--- src/rtl/debug_unit_tx_pkg.sv ---
// Shared constants for the MIPS debug unit: latch widths, command codes,
// frame geometry and the command FSM state encoding.
package debug_unit_tx_pkg;

    localparam int NB_IF_ID  = 64;
    localparam int NB_ID_EX  = 192;
    localparam int NB_EX_MEM = 128;
    localparam int NB_MEM_WB = 64;
    localparam int NB_DATA   = 8;
    localparam int NB_CYCLES = 32;

    localparam logic [7:0] HEADER   = 8'hA5;
    localparam logic [7:0] CMD_RUN  = 8'h63;
    localparam logic [7:0] CMD_STEP = 8'h73;
    localparam logic [7:0] CMD_DUMP = 8'h64;

    localparam int NB_SNAP   = NB_CYCLES + NB_IF_ID + NB_ID_EX + NB_EX_MEM + NB_MEM_WB;
    localparam int FRAME_LEN = 1 + NB_SNAP / 8;

    typedef enum logic [2:0] {
        ST_IDLE,
        ST_RUN,
        ST_STEP,
        ST_SNAP,
        ST_SEND,
        ST_WAIT,
        ST_DONE
    } state_t;

    function automatic int frame_len(input int nb_snap, input int nb_data);
        return 1 + nb_snap / nb_data;
    endfunction

endpackage

--- src/rtl/debug_unit_tx_if.sv ---
// UART-side byte channel of the debug unit: command bytes in, frame bytes out.
interface debug_unit_tx_if #(
    parameter int NB_DATA = 8
) ();
    logic [NB_DATA-1:0] rx_data;
    logic               rx_valid;
    logic [NB_DATA-1:0] tx_data;
    logic               tx_start;
    logic               tx_done;

    // master: the debug unit; slave: the UART RX/TX pair
    modport master (
        input  rx_data,
        input  rx_valid,
        input  tx_done,
        output tx_data,
        output tx_start
    );

    modport slave (
        output rx_data,
        output rx_valid,
        output tx_done,
        input  tx_data,
        input  tx_start
    );
endinterface

--- src/rtl/debug_tx_serializer.sv ---
// Holds the frozen snapshot and walks it out one byte at a time, header first,
// MSB byte first, advancing on each acknowledged byte.
module debug_tx_serializer #(
    parameter int                 NB_SNAP = 480,
    parameter int                 NB_DATA = 8,
    parameter logic [NB_DATA-1:0] HEADER  = 8'hA5
) (
    input  logic               i_clk,
    input  logic               i_rst,
    input  logic               i_load,
    input  logic [NB_SNAP-1:0] i_snapshot,
    input  logic               i_send,
    input  logic               i_ack,
    output logic [NB_DATA-1:0] o_tx_data,
    output logic               o_tx_start,
    output logic               o_frame_done
);
    localparam int FRAME_LEN = 1 + NB_SNAP / NB_DATA;
    localparam int NB_FRAME  = FRAME_LEN * NB_DATA;
    localparam int NB_IDX    = $clog2(FRAME_LEN);

    logic [NB_SNAP-1:0]  snap_q;
    logic [NB_IDX-1:0]   idx_q;
    logic [NB_DATA-1:0]  tx_data_q;
    logic [NB_FRAME-1:0] frame_bits;
    logic                last_byte;

    function automatic logic [NB_DATA-1:0] byte_sel(input logic [NB_FRAME-1:0] frame,
                                                    input logic [NB_IDX-1:0]   k);
        logic [NB_FRAME-1:0] sh;
        sh = frame >> (NB_DATA * (FRAME_LEN - 1 - int'(k)));
        return sh[NB_DATA-1:0];
    endfunction

    assign frame_bits   = {HEADER, snap_q};
    assign last_byte    = (idx_q == NB_IDX'(FRAME_LEN - 1));
    assign o_frame_done = i_ack && last_byte;
    assign o_tx_start   = i_send;
    assign o_tx_data    = tx_data_q;

    // The outgoing byte is registered one step ahead so it is already valid
    // in the cycle that raises tx_start, and stays put until the next ack.
    always_ff @(posedge i_clk or negedge i_rst) begin
        if (!i_rst) begin
            snap_q    <= '0;
            idx_q     <= '0;
            tx_data_q <= '0;
        end else if (i_load) begin
            snap_q    <= i_snapshot;
            idx_q     <= '0;
            tx_data_q <= HEADER;
        end else if (i_ack && !last_byte) begin
            idx_q     <= idx_q + NB_IDX'(1);
            tx_data_q <= byte_sel(frame_bits, idx_q + NB_IDX'(1));
        end
    end

endmodule

--- src/rtl/debug_unit_tx.sv ---
// MIPS debug unit: decodes UART commands, gates the pipeline clock-enable,
// counts executed cycles and ships a snapshot frame of all latch buses.
module debug_unit_tx
    import debug_unit_tx_pkg::*;
#(
    parameter int NB_IF_ID_P  = NB_IF_ID,
    parameter int NB_ID_EX_P  = NB_ID_EX,
    parameter int NB_EX_MEM_P = NB_EX_MEM,
    parameter int NB_MEM_WB_P = NB_MEM_WB,
    parameter int NB_CYCLES_P = NB_CYCLES
) (
    input  logic                   i_clk,
    input  logic                   i_rst,
    debug_unit_tx_if.master        uart,
    input  logic                   i_halt,
    input  logic [NB_IF_ID_P-1:0]  i_if_id,
    input  logic [NB_ID_EX_P-1:0]  i_id_ex,
    input  logic [NB_EX_MEM_P-1:0] i_ex_mem,
    input  logic [NB_MEM_WB_P-1:0] i_mem_wb,
    output logic                   o_mips_enable,
    output logic                   o_dump_done,
    output logic                   o_busy
);
    localparam int NB_SNAP_P = NB_CYCLES_P + NB_IF_ID_P + NB_ID_EX_P + NB_EX_MEM_P + NB_MEM_WB_P;

    state_t                 state_q, state_d;
    logic [NB_CYCLES_P-1:0] cycles_q;
    logic                   frame_done;
    logic                   ser_ack;

    always_ff @(posedge i_clk or negedge i_rst) begin
        if (!i_rst) state_q <= ST_IDLE;
        else        state_q <= state_d;
    end

    always_comb begin
        state_d = state_q;
        unique case (state_q)
            ST_IDLE: begin
                if (uart.rx_valid) begin
                    if (uart.rx_data == CMD_RUN)       state_d = ST_RUN;
                    else if (uart.rx_data == CMD_STEP) state_d = ST_STEP;
                    else if (uart.rx_data == CMD_DUMP) state_d = ST_SNAP;
                end
            end
            ST_RUN:  if (i_halt) state_d = ST_SNAP;
            ST_STEP: state_d = ST_SNAP;
            ST_SNAP: state_d = ST_SEND;
            ST_SEND: state_d = ST_WAIT;
            ST_WAIT: begin
                if (frame_done)        state_d = ST_DONE;
                else if (uart.tx_done) state_d = ST_SEND;
            end
            ST_DONE: state_d = ST_IDLE;
            default: state_d = ST_IDLE;
        endcase
    end

    // Halt gates enable in the same cycle so the halting cycle is never counted.
    assign o_mips_enable = ((state_q == ST_RUN) && !i_halt) || (state_q == ST_STEP);
    assign o_dump_done   = (state_q == ST_DONE);
    assign o_busy        = (state_q != ST_IDLE);
    assign ser_ack       = (state_q == ST_WAIT) && uart.tx_done;

    always_ff @(posedge i_clk or negedge i_rst) begin
        if (!i_rst)             cycles_q <= '0;
        else if (o_mips_enable) cycles_q <= cycles_q + NB_CYCLES_P'(1);
    end

    debug_tx_serializer #(
        .NB_SNAP (NB_SNAP_P),
        .NB_DATA (NB_DATA),
        .HEADER  (HEADER)
    ) u_serializer (
        .i_clk        (i_clk),
        .i_rst        (i_rst),
        .i_load       (state_q == ST_SNAP),
        .i_snapshot   ({cycles_q, i_if_id, i_id_ex, i_ex_mem, i_mem_wb}),
        .i_send       (state_q == ST_SEND),
        .i_ack        (ser_ack),
        .o_tx_data    (uart.tx_data),
        .o_tx_start   (uart.tx_start),
        .o_frame_done (frame_done)
    );

endmodule

--- src/flat_wrapper.sv ---
// flat-port wrapper written by rule: the top's interface ports become plain ports
module debug_unit_tx_flat import debug_unit_tx_pkg::*;
#(
    parameter int NB_IF_ID_P  = NB_IF_ID,
    parameter int NB_ID_EX_P  = NB_ID_EX,
    parameter int NB_EX_MEM_P = NB_EX_MEM,
    parameter int NB_MEM_WB_P = NB_MEM_WB,
    parameter int NB_CYCLES_P = NB_CYCLES
)
  (i_clk, i_rst, i_halt, i_if_id, i_id_ex, i_ex_mem, i_mem_wb, o_mips_enable, o_dump_done, o_busy, uart_rx_data, uart_rx_valid, uart_tx_done, uart_tx_data, uart_tx_start);
  debug_unit_tx_if #(.NB_DATA(NB_DATA)) uart_i ();
  input  logic i_clk;
  input  logic i_rst;
  input  logic i_halt;
  input  logic [NB_IF_ID_P-1:0] i_if_id;
  input  logic [NB_ID_EX_P-1:0] i_id_ex;
  input  logic [NB_EX_MEM_P-1:0] i_ex_mem;
  input  logic [NB_MEM_WB_P-1:0] i_mem_wb;
  output logic o_mips_enable;
  output logic o_dump_done;
  output logic o_busy;
  input wire logic [$bits(uart_i.rx_data)-1:0] uart_rx_data;
  input wire logic [$bits(uart_i.rx_valid)-1:0] uart_rx_valid;
  input wire logic [$bits(uart_i.tx_done)-1:0] uart_tx_done;
  output wire logic [$bits(uart_i.tx_data)-1:0] uart_tx_data;
  output wire logic [$bits(uart_i.tx_start)-1:0] uart_tx_start;
  assign uart_i.rx_data = uart_rx_data;
  assign uart_i.rx_valid = uart_rx_valid;
  assign uart_i.tx_done = uart_tx_done;
  assign uart_tx_data = uart_i.tx_data;
  assign uart_tx_start = uart_i.tx_start;
  debug_unit_tx #(.NB_IF_ID_P(NB_IF_ID_P), .NB_ID_EX_P(NB_ID_EX_P), .NB_EX_MEM_P(NB_EX_MEM_P), .NB_MEM_WB_P(NB_MEM_WB_P), .NB_CYCLES_P(NB_CYCLES_P)) u_core (.i_clk(i_clk), .i_rst(i_rst), .uart(uart_i), .i_halt(i_halt), .i_if_id(i_if_id), .i_id_ex(i_id_ex), .i_ex_mem(i_ex_mem), .i_mem_wb(i_mem_wb), .o_mips_enable(o_mips_enable), .o_dump_done(o_dump_done), .o_busy(o_busy));
endmodule
--- config.mk ---
export PLATFORM = sky130hd
export DESIGN_NAME = debug_unit_tx_flat
export DESIGN_NICKNAME = d
export VERILOG_FILES = /design/src/rtl/debug_unit_tx_pkg.sv /design/src/rtl/debug_unit_tx_if.sv /design/src/rtl/debug_tx_serializer.sv /design/src/rtl/debug_unit_tx.sv /design/src/flat_wrapper.sv
export SDC_FILE = /design/constraint.sdc
export NUM_CORES = 1
export LEC_CHECK = 0
export ABC_AREA = 1
export CAP_MARGIN = 10
export CORE_ASPECT_RATIO = 1.75
export CORE_UTILIZATION = 48
export DETAILED_ROUTE_END_ITERATION = 8
export PLACE_DENSITY_LB_ADDON = 0.3
export SYNTH_ARGS = -nofsm -noshare
export SYNTH_HDL_FRONTEND = slang
export SYNTH_SLANG_ARGS = --single-unit
--- constraint.sdc ---
create_clock -name i_clk -period 2.62 [get_ports i_clk]
set_clock_uncertainty 0.15 [all_clocks]
set_input_delay 0.393 -clock i_clk [delete_from_list [all_inputs] [get_ports i_clk]]
set_output_delay 0.393 -clock i_clk [all_outputs]
set_load 0.05 [all_outputs]
==> reports/qor.yml, run 1 <==
placed_design:
  dp_cells: 4549
  globalplace.congestion: 0.947
  dp_hpwl_um: 65700
  dpl_worst_slack_ns: 0.0545
  portBuffers: 472
global_routing:
  use_met1_pct: 37.0
  antenna_found_initial: 10
  met2_usage_pct: 57.0
  grt_usage_pct: 32.7
  gr-total-overflow: 0
  use_met3_pct: 4.01
  grt_pass1_vias: 24200
  grt_pass1_wl_um: 134000
  grt_max_degree: 102
  gr-max-usage-layer: "met2"
worst_setup_path:
  worstPathRequired_ns: 2.93
  path_cells: "inv_4 > buf_4 > nand2_1 > nand2_2 > inv_6 > buf_12 > nand2_1 > nand3_1 > nand2_1 > nand2_1 > nand3_1 > nand3_2 > nand3_1 > nand2_1"
  worstPathArrival_ns: 2.87
  rrSetupSlack_ns: 0.06
  r2r_start: "u_core.u_serializer.idx_q[0]$_DFFE_PN0P_"
  path_max_fanout: 35
  crit_path_frequent_cell: "nand2_1"
  crit_type: "register to register"
  critical-path-max-stage-delay_ns: 0.52
  end_kind: "register"
  cp_slowest_cell: "dfrtp_4"
  startpoint_type: "register"
  rr_worst_depth: 14
  worstReg2RegEnd: "u_core.u_serializer.o_tx_data[0]$_DFFE_PN0P_"
floorplanning:
  core_area_um2: 52400
  rows: 111
  start_util_pct: 48.7
  die_h_um: 307
  io_pins: 473
  die_w_um: 176
  dieArea_um2: 54000
sta:
  finalCritPeriodShare_pct: 97.9
  setup_violations: 0
  fin_crit_ns: 2.56
  rsz0062_at_grt: "yes"
  slew_headroom_pct: 54.9
  slew_viol_final: 0
  setup_tns_ns: 0
  tightest_slew_ns: 0.669
  fmax_mhz: 390
  finalWorstSetupSlack_ns: 0.0563
  hold_viol: 0
synth:
  ys_warn_count: 0
  ys.flop_type: "dfrtp_1"
  ys_seq_elements: 529
  syn_avg_cell_area_um2: 7.33
  synth_edf_count: 0
  synthTopCellsByArea: "dfrtp_1, nand2_1, o21ai_0"
  netlist_instances: 3474
  syn_nets: 3938
  ys_types: 32
  synth_top_area_share_pct: 52.0
  synth_top_area_cell: "dfrtp_1"
  yosysSeqAreaShare_pct: 52.0
  async_flop_share_pct: 100
  synth_area_um2: 25500
drt:
  wire_per_inst_um: 19.0
  detail-route-antenna-nets: 0
  via_per_inst: 5.23
  drc_errors: 0
  vias: 24300
  drtPass1Iterations: 5
  wirelength_um: 88300
  drtIter0Drc: 2009
run_status:
  outcome: "finished clean"
finish:
  nets: 4390
  areaGrowthSynthToFinish_pct: 31.2
  drive_gt1_share_pct: 5.71
  fillers: 4586
  fin_cells: 4648
  post-route-util_pct: 63.8
clocking:
  htree_num_levels: 2
  numCtsBuffers: 49
  clkSinkCount: 529
  cts.reportedPaths.clkPinSlew_ns: 0.06
  cts_root_buf: "clkbuf_16"
  clk_latency_ns: 0.57
  cts_tree: "done"
  clockBufferDepth: 3
power_and_ir_drop:
  power_density_nw_per_um2: 1210
  ir_drop_mv: 0.780
  power.total_w: 0.0404
  power.leakage_nw: 16.3
worst_hold_path:
  hp-class: "primary input to async pin"
run:
  maxCapViolCount: 0
==> worst max path at each step <==
stage	from	endpoint
after detailed placement	u_core.u_serializer.idx_q[0]$_DFFE_PN0P_	u_core.u_serializer.o_tx_data[5]$_DFFE_PN0P_
after CTS	u_core.state_q[1]$_DFFE_PN0P_	o_mips_enable
final	u_core.u_serializer.idx_q[0]$_DFFE_PN0P_	u_core.u_serializer.o_tx_data[0]$_DFFE_PN0P_
after floorplan	u_core.u_serializer.idx_q[0]$_DFFE_PN0P_	u_core.u_serializer.o_tx_data[7]$_DFFE_PN0P_
after global placement	u_core.u_serializer.idx_q[0]$_DFFE_PN0P_	u_core.u_serializer.o_tx_data[4]$_DFFE_PN0P_
after global routing	u_core.u_serializer.idx_q[0]$_DFFE_PN0P_	u_core.u_serializer.o_tx_data[3]$_DFFE_PN0P_
==> sequential cells by signal (all words and copies together), names as in the netlist <==
| name | cells |
|---|---|
| u_core.state_q | 3 |
| u_core.u_serializer.idx_q | 6 |
| u_core.u_serializer.o_tx_data | 8 |
| u_core.cycles_q | 32 |
| u_core.u_serializer.snap_q | 480 |
==> logic make-up after synthesis <==
family,synth area share [%]
XOR/XNOR,1.27
adder cells (fa/ha/maj),0.147
flip-flops,52.0
buffers and inverters,6.58
AND/OR/NAND/NOR,33.9
AO/OA/AOI/OAI,6.19
==> report_power, final <==
group          switching [W]  internal [W]  leakage, nW
combinational         0.0124       0.00657         8.99
sequential           0.00200        0.0119         6.52
clock                0.00310       0.00442        0.813
==> Yosys cell counts, types with 2 or more instances <==
cell type,instances
nand2_1,1866
dfrtp_1,529
o21ai_0,298
inv_1,212
nand3_1,168
clkbuf_1,131
nor2_1,57
nand4_1,54
buf_2,53
xor2_1,30
nor3_1,14
nand3b_1,12
buf_1,7
inv_2,6
o22ai_1,5
a21oi_1,4
buf_4,4
buf_6,4
nor4_1,4
ha_1,3
o211ai_1,2
==> critical path: cells and delay by family, from the launching register on <==
family                 cells  cell delay [ns]
and+or+nand+nor           10             1.12
buffers and inverters      4             0.64
DFF                        1             0.52
==> final cells by class <==
| class | count | area, um^2 | share of cell area (%) |
|---|---|---|---|
| Antenna cell | 10 | 25.0 | 0.0749 |
| Clock buffer | 76 | 1470 | 4.39 |
| Clock inverter | 9 | 198 | 0.591 |
| Inverter | 218 | 835 | 2.50 |
| Multi-Input combinational cell | 2528 | 10600 | 31.8 |
| Sequential cell | 529 | 13200 | 39.6 |
| Tap cell | 678 | 848 | 2.54 |
| Timing Repair Buffer | 600 | 6190 | 18.5 |
==> layer usage <==
layer | vias to the layer above | share of wire, %
met1 | 11400 | 36
met2 | 955 | 51
met3 | 253 | 5.5
met5 | - | 0
li1 | 11700 | -
met4 | 0 | 6.8
==> through the flow <==
| stage | hold WS [ns] | area, um^2 |
|---|---|---|
| 3_5_place_dp | 0.205 | 31600 |
| 5_1_grt | 0.215 | 33400 |
| 4_1_cts | 0.186 | 33300 |
| 6_report | 0.194 | 33400 |
| 3_3_place_gp | 0.217 | 31600 |
| 2_1_floorplan | -0.0526 | 25500 |
==> layout by cell type, fill, tap and decap left out, types with 30 or more instances in the layout <==
cell / n
nor2_1: 54
o21ai_0: 298
clkdlybuf4s50_1: 467
clkbuf_16: 50
nand3_1: 166
buf_12: 37
xor2_1: 30
nand2_1: 1863
inv_1: 212
nand4_1: 54
dfrtp_1: 527
buf_4: 85
==> repair_timing <==
| item | in CTS | in global routing |
|---|---|---|
| buffers inserted | 0 | 2 |
| pin swaps | 0 | 1 |
| hold buffers | 1 | 0 |
| gates resized for setup | 6 | 13 |
| cloned | 0 | 1 |
| endpoints found under the hold margin | 35 | 0 |
| setup endpoints to repair | 4 | 9 |
Power figures use the tool's default switching activity.
==> inputs of run 2 (changes only) <==
--- a/config.mk
+++ b/config.mk
@@ -10,7 +10,7 @@
 export CORE_ASPECT_RATIO = 1.75
 export CORE_UTILIZATION = 48
 export DETAILED_ROUTE_END_ITERATION = 8
-export PLACE_DENSITY_LB_ADDON = 0.3
+export PLACE_DENSITY = 0.77
 export SYNTH_ARGS = -nofsm -noshare
 export SYNTH_HDL_FRONTEND = slang
 export SYNTH_SLANG_ARGS = --single-unit
==> constraint.sdc (replaced) <==
create_clock -name i_clk -period 2.62 [get_ports i_clk]
set_clock_uncertainty 0.15 [all_clocks]
set_input_delay 0.393 -clock i_clk [delete_from_list [all_inputs] [get_ports i_clk]]
set_output_delay 0.393 -clock i_clk [all_outputs]
set_load 0.005 [all_outputs]
==> run 2 against run 1 <==
  * Sequential power hardly changed
  * Largest power group unchanged
  * Hold slack is essentially flat
  * Final area up 1.0%
  * Critical path depth increased by 1
  * Wire length grew 0.77%
  * Maximum frequency is 1.1% lower
  * Non-clock buffer count grew 22
  * Clock-buffer cell count shrank 2
  * Critical endpoint is now u_core.u_serializer.o_tx_data[4]$_DFFE_PN0P_
  * Final cell count increased by 0.56%
  * Via count increased by 1.2%
==> reports/qor.yml, run 2 (synthesis results as in run 1) <==
drt:
  via_per_inst: 5.26  # +0.59%
  drc_errors: 0  # unchanged
  wirelength_um: 89000  # +0.77%
  detail-route-antenna-nets: 0  # unchanged
  wire_per_inst_um: 19.0  # +0.21%
  drtPass1Iterations: 6  # +1
  drtIter0Drc: 2088  # +3.9%
  vias: 24600  # +1.2%
power_and_ir_drop:
  p_seq_share_pct: 34.1  # -0.3 points
  power_density_nw_per_um2: 1210  # about the same
  power.leakage_nw: 16.5  # +0.85%
  pwr-share-comb_pct: 47.9  # +1.0 points
  p_sw_share_pct: 43.0  # -0.31 points
  pwr-share-clk_pct: 18.1  # -0.5 points
  power.internal_w: 0.0232  # +1.6%
  power.switching_w: 0.0176  # +0.30%
  ir_drop_mv: 0.752  # -3.7%
  power.total_w: 0.0408  # +1.0%
worst_setup_path:
  r2r_start: "u_core.u_serializer.idx_q[0]$_DFFE_PN0P_"
  path_cells: "buf_4 > ha_2 > inv_1 > buf_4 > nor2_1 > nand2_1 > nand2_1 > nand3_1 > nand2_1 > buf_4 > nand3_1 > nand2_1 > nand2_1 > nand3_1 > nand2_1"
  crit_type: "register to register"
  critical-path-max-stage-delay_ns: 0.44  # -0.08 ns
  startpoint_type: "register"
  worstPathArrival_ns: 2.90  # +0.03 ns
  cp_slowest_cell: "dfrtp_4"
  path_max_fanout: 8  # -77%
  crit_path_frequent_cell: "nand2_1"
  end_kind: "register"
  crit_start: "u_core.u_serializer.idx_q[0]$_DFFE_PN0P_"
  worstPathRequired_ns: 2.93  # about the same
sta:
  tightest_slew_ns: 0.774  # +0.105 ns
  finalWorstSetupSlack_ns: 0.0279  # -0.0284 ns
  slew_headroom_pct: 48.4  # -6.5 points
  finalCritPeriodShare_pct: 98.9  # +1.1 points
  slew_viol_final: 0  # unchanged
  fin_crit_ns: 2.59  # +0.0284 ns
  setup_violations: 0  # unchanged
  hold_viol: 0  # unchanged
  rsz0062_at_grt: "yes"
  fmax_mhz: 386  # -1.1%
placed_design:
  dp_cells: 4555  # +0.13%
  globalplace.congestion: 0.957  # +1.1%
  dp_hpwl_um: 64200  # -2.4%
  dpl_worst_slack_ns: -0.00738  # -0.0619 ns
  portBuffers: 472  # unchanged
floorplanning:
  die_w_um: 176  # unchanged
  die_h_um: 307  # unchanged
  start_util_pct: 48.7  # unchanged
  dieArea_um2: 54000  # unchanged
  core_area_um2: 52400  # unchanged
  rows: 111  # unchanged
  io_pins: 473  # unchanged
clocking:
  cts.reportedPaths.clkPinSlew_ns: 0.07  # about the same
  cts_tree: "done"
  htree_num_levels: 2  # unchanged
  clk_latency_ns: 0.58  # about the same
  clkSinkCount: 529  # unchanged
  numCtsBuffers: 49  # unchanged
  clockBufferDepth: 3  # unchanged
  cts_root_buf: "clkbuf_16"
finish:
  layout_commonest_cell: "nand2_1"
  nets: 4412  # +0.50%
  areaGrowthSynthToFinish_pct: 32.5
  mostFrequentLayoutCells: "nand2_1, dfrtp_1, clkdlybuf4s50_1"
  regMostFlops: "u_core.u_serializer.snap_q"
  largest_register_ffs: 480  # unchanged
  fillers: 4479  # -2.3%
  drive_gt1_share_pct: 6.58  # +0.87 points
  fin_cells: 4674  # +0.56%
worst_hold_path:
  hold_start: "i_if_id[61]"
  hp-class: "primary input to register"
run_status:
  outcome: "finished clean"
global_routing:
  grt_max_degree: 143  # +40%
  grt_pass1_wl_um: 134000  # -0.51%
  grt_usage_pct: 32.5  # -0.17 points
  gr-total-overflow: 0  # unchanged
  grt_pass1_vias: 24400  # +0.58%
  antenna_found_initial: 12  # +2
run:
  maxCapViolCount: 0  # unchanged
## run 2: path summary, 6_finish.rpt
kind | to | slack [ns] | depth (start not counted)
setup / recovery | u_core.u_serializer.o_tx_data[4]$_DFFE_PN0P_ | 0.03 | 15
hold / removal | u_core.u_serializer.snap_q[445]$_DFFE_PN0P_ | 0.19 | 3
setup reg to reg | u_core.u_serializer.o_tx_data[4]$_DFFE_PN0P_ | 0.03 | 15
hold reg to reg | u_core.u_serializer.snap_q[392]$_DFFE_PN0P_ | 0.32 | 2
max in group asynchronous | u_core.u_serializer.snap_q[386]$_DFFE_PN0P_ | 1.31 | 4
min in group asynchronous | u_core.u_serializer.snap_q[223]$_DFFE_PN0P_ | 0.20 | 2
## run 2: cell type report
| cell class | instances | area [um^2] | area share (%) |
|---|---|---|---|
| diodes | 12 | 30.0 | 0.0889 |
| clock buffers | 74 | 1440 | 4.27 |
| clock inverters | 13 | 174 | 0.515 |
| inverters | 218 | 837 | 2.48 |
| multi-input cells | 2528 | 10700 | 31.6 |
| flip-flops and latches | 529 | 13200 | 39.2 |
| well taps | 678 | 848 | 2.51 |
| repair buffers | 622 | 6530 | 19.3 |
## run 2: power groups by stage
stage	Sequential (W)	Clock, W	Combinational [W]
2_1_floorplan	0.0133	0	0.0110
3_3_place_gp	0.0139	0	0.0180
3_5_place_dp	0.0139	0	0.0183
4_1_cts	0.0138	0.00742	0.0186
5_1_grt	0.0143	0.00774	0.0215
6_report	0.0139	0.00737	0.0195
## run 2: metal layers
layer,routed length [um],vias up,global-route usage [%]
li1,-,11700,-
met1,33100,11600,37.6
met2,45100,990,56.3
met3,4830,250,3.64
met4,5990,0,21.8
met5,0,-,0
## run 2: critical path, delay by kind of cell (launching register included)
family        cells  cell delay (ns)
simple gates     10             1.09
flops             1             0.44
buf+inv           4             0.57
fa+ha+maj         1             0.22
## run 2: what timing repair did
item	4_1_cts	5_1_grt
hold buffers	1	0
cloned	1	5
endpoints found under the hold margin	73	0
setup buffers	2	12
pin swaps	2	4
setup endpoints to repair	4	9
resized for setup	10	32
## run 2: per-stage QoR
stage | hold WS (ns) | area [um^2] | setup TNS [ns] | util [%]
global route | 0.207 | 33800 | -0.184 | 64.5
floorplan | -0.0526 | 25500 | 0 | -
finish | 0.194 | 33800 | 0 | 64.5
detailed placement | 0.202 | 31700 | -0.0140 | 60.5
global placement | 0.198 | 31700 | 0 | 60.5
CTS | 0.178 | 33400 | -0.00239 | 63.8
==> inputs of run 3 (changes only) <==
==> constraint.sdc (replaced) <==
create_clock -name i_clk -period 2.2 [get_ports i_clk]
set_clock_uncertainty 0.15 [all_clocks]
set_input_delay 0.33 -clock i_clk [delete_from_list [all_inputs] [get_ports i_clk]]
set_output_delay 0.33 -clock i_clk [all_outputs]
set_load 0.005 [all_outputs]
==> run 3 against run 2 <==
  * The run now ends with negative setup slack left
  * Largest power group unchanged
  * Wire length increased by 3.7%
  * Final cell count increased by 1.4%
  * First-iteration DRC count increased by 6.6%
  * Register-to-register slack got worse by 0.34 ns
  * Highest routed layer is now met5
  * Worst setup slack got worse by 0.34 ns
==> reports/qor.yml, run 3 (synthesis results as in run 1) <==
clocking:
  clockBufferDepth: 3  # unchanged
  htree_num_levels: 2  # unchanged
  numCtsBuffers: 49  # unchanged
  clkSinkCount: 529  # unchanged
  cts_tree: "done"
  cts_root_buf: "clkbuf_16"
  clk_latency_ns: 0.57  # about the same
  cts.reportedPaths.clkPinSlew_ns: 0.07  # about the same
power_and_ir_drop:
  pwr-share-clk_pct: 18.2  # about the same
  power.switching_w: 0.0223  # +27%
  power.internal_w: 0.0297  # +28%
  ir_drop_mv: 0.906  # +21%
  pwr-share-comb_pct: 49.5  # +1.6 points
  power.total_w: 0.0520  # +27%
  p_sw_share_pct: 42.9  # -0.13 points
  power.leakage_nw: 17.1  # +3.7%
  power_density_nw_per_um2: 1490  # +23%
  p_seq_share_pct: 32.3  # -1.8 points
sta:
  fmax_mhz: 398  # +3.2%
  whs_ns: 0.0817  # -0.112 ns
  tightest_slew_ns: 0.513  # -0.261 ns
  slew_headroom_pct: 65.8  # +17 points
  finalCritPeriodShare_pct: 114  # +15 points
  rsz0062_at_grt: "yes"
  setup_violations: 8  # +8
  hold_viol: 0  # unchanged
  finalWorstSetupSlack_ns: -0.312  # -0.340 ns
  fin_crit_ns: 2.51  # -0.0798 ns
  slew_viol_final: 0  # unchanged
drt:
  vias: 25100  # +2.2%
  wirelength_um: 92300  # +3.7%
  drc_errors: 0  # unchanged
  detail-route-antenna-nets: 0  # unchanged
  drtPass1Iterations: 6  # unchanged
  drtIter0Drc: 2225  # +6.6%
  wire_per_inst_um: 19.5  # +2.3%
  via_per_inst: 5.30  # +0.81%
placed_design:
  globalplace.congestion: 0.977  # +2.0%
  portBuffers: 472  # unchanged
  dp_cells: 4600  # +0.99%
  dp_hpwl_um: 66800  # +4.1%
run_status:
  violations: "negative setup slack"
  outcome: "complete, but fails checks"
finish:
  largest_register_ffs: 480  # unchanged
  fin_cells: 4740  # +1.4%
  nets: 4470  # +1.3%
  layout_commonest_cell: "nand2_1"
  register_area_um2: 13200  # about the same
  fillers: 4380  # -2.2%
  mostFrequentLayoutCells: "nand2_1, dfrtp_1, clkdlybuf4s50_1"
  multiInputGateArea_um2: 11000  # +3.5%
  drive_gt1_share_pct: 9.82  # +3.2 points
  regMostFlops: "u_core.u_serializer.snap_q"
  areaGrowthSynthToFinish_pct: 37.3
worst_setup_path:
  startpoint_type: "register"
  crit_type: "register to register"
  worstPathRequired_ns: 2.56  # -0.37 ns
  critical-path-max-stage-delay_ns: 0.43  # about the same
  end_kind: "register"
  cp_slowest_cell: "dfrtp_4"
  path_max_fanout: 9  # +1
  crit_family: "simple AND/OR/NAND/NOR gates"
  path_cells: "inv_4 > ha_4 > buf_6 > inv_8 > buf_6 > nor2_4 > buf_12 > buf_12 > buf_8 > nand2_1 > nand4_1 > nand3_2 > nand3_1 > nand2_1 > nand2_1 > nand3_1 > nand2_1"
  path_buf_inv: 7  # +3
  worstPathArrival_ns: 2.87  # -0.03 ns
  crit_path_frequent_cell: "nand2_1"
global_routing:
  gr-total-overflow: 0  # unchanged
  antenna_found_initial: 19  # +7
  grt_pass1_vias: 25000  # +2.7%
  grt_usage_pct: 34.0  # +1.4 points
  grt_pass1_wl_um: 139000  # +3.9%
  grt_max_degree: 87  # -39%
run:
  maxCapViolCount: 0  # unchanged
floorplanning:
  dieArea_um2: 54000  # unchanged
  die_h_um: 307  # unchanged
  start_util_pct: 48.7  # unchanged
  rows: 111  # unchanged
  io_pins: 473  # unchanged
  die_w_um: 176  # unchanged
  core_area_um2: 52400  # unchanged
worst_hold_path:
  hp-class: "primary input to async pin"
[run 3: changes by cell type in the layout (fill, tap and decap cells not counted), sizes merged]
| cell | delta |
|---|---|
| bufinv | +6 |
| clkbuf | -10 |
| clkdlybuf4s50 | -4 |
| clkinv | +1 |
| inv | +3 |
| buf | +61 |
| diode | +6 |
| bufbuf | +1 |
| clkdlybuf4s15 | +1 |
| dlygate4sd2 | +1 |
[run 3: worst reg2reg max path, stage by stage, from the launching register on]
cell and delay (ns):
dfrtp_4 0.43, inv_4 0.04, ha_4 0.30, buf_6 0.12
inv_8 0.03, buf_6 0.11, nor2_4 0.14, buf_12 0.14
buf_12 0.12, buf_8 0.13, nand2_1 0.06, nand4_1 0.14
nand3_2 0.16, nand3_1 0.11, nand2_1 0.08, nand2_1 0.07
nand3_1 0.06, nand2_1 0.08
[run 3: stage by stage]
stage / setup TNS, ns / area (um^2) / utilization [%] / setup WS [ns]
floorplan: -0.495 / 25600 / - / -0.0731
global placement: -3.11 / 32200 / 61.5 / -0.413
detailed placement: -3.62 / 32200 / 61.5 / -0.477
CTS: -1.94 / 34700 / 66.3 / -0.295
global route: -3.04 / 35000 / 66.8 / -0.428
finish: -2.23 / 35000 / 66.8 / -0.312
[run 3: area by class of cell]
cell class              count  area share [%]
multi-input cells        2528            31.5
clock buffers              66            3.97
flip-flops and latches    529            37.9
inverters                 218            2.41
repair buffers            680            20.5
diodes                     18           0.129
well taps                 678            2.43
clock inverters            23            1.09
[run 3: power by group through the flow]
stage	registers (W)	logic [W]	clock network, W
after floorplan	0.0158	0.0133	0
after global placement	0.0167	0.0218	0
after detailed placement	0.0168	0.0222	0
after CTS	0.0167	0.0250	0.00953
after global routing	0.0171	0.0279	0.00987
final	0.0168	0.0257	0.00944
[run 3: path summary, 6_finish.rpt]
check,start,cells past startpoint,to,slack (ns)
setup / recovery,u_core.u_serializer.idx_q[0]$_DFFE_PN0P_,17,u_core.u_serializer.o_tx_data[3]$_DFFE_PN0P_,-0.31
hold / removal,i_rst,2,u_core.u_serializer.snap_q[442]$_DFFE_PN0P_,0.08
setup reg to reg,u_core.u_serializer.idx_q[0]$_DFFE_PN0P_,17,u_core.u_serializer.o_tx_data[3]$_DFFE_PN0P_,-0.31
hold reg to reg,u_core.u_serializer.snap_q[195]$_DFFE_PN0P_,2,u_core.u_serializer.snap_q[195]$_DFFE_PN0P_,0.32
max in group asynchronous,i_rst,3,u_core.u_serializer.idx_q[2]$_DFFE_PN0P_,0.98
min in group i_clk,i_if_id[2],3,u_core.u_serializer.snap_q[386]$_DFFE_PN0P_,0.14
[run 3: metal layers]
layer  part of all wire (%)  track usage [%]
met2                     50             58.2
met5                  0.011                0
met3                    6.0             4.55
met4                    8.3             26.1
met1                     36             38.0
[run 3: what timing repair did]
action                                  in CTS  in global routing
endpoints found under the hold margin      316                  0
gates cloned                                 9                  2
hold buffers                                 1                  0
buffers inserted                            16                  6
gates resized for setup                    101                 38
pin swaps                                   35                 21
endpoints found under the setup margin      12                 16
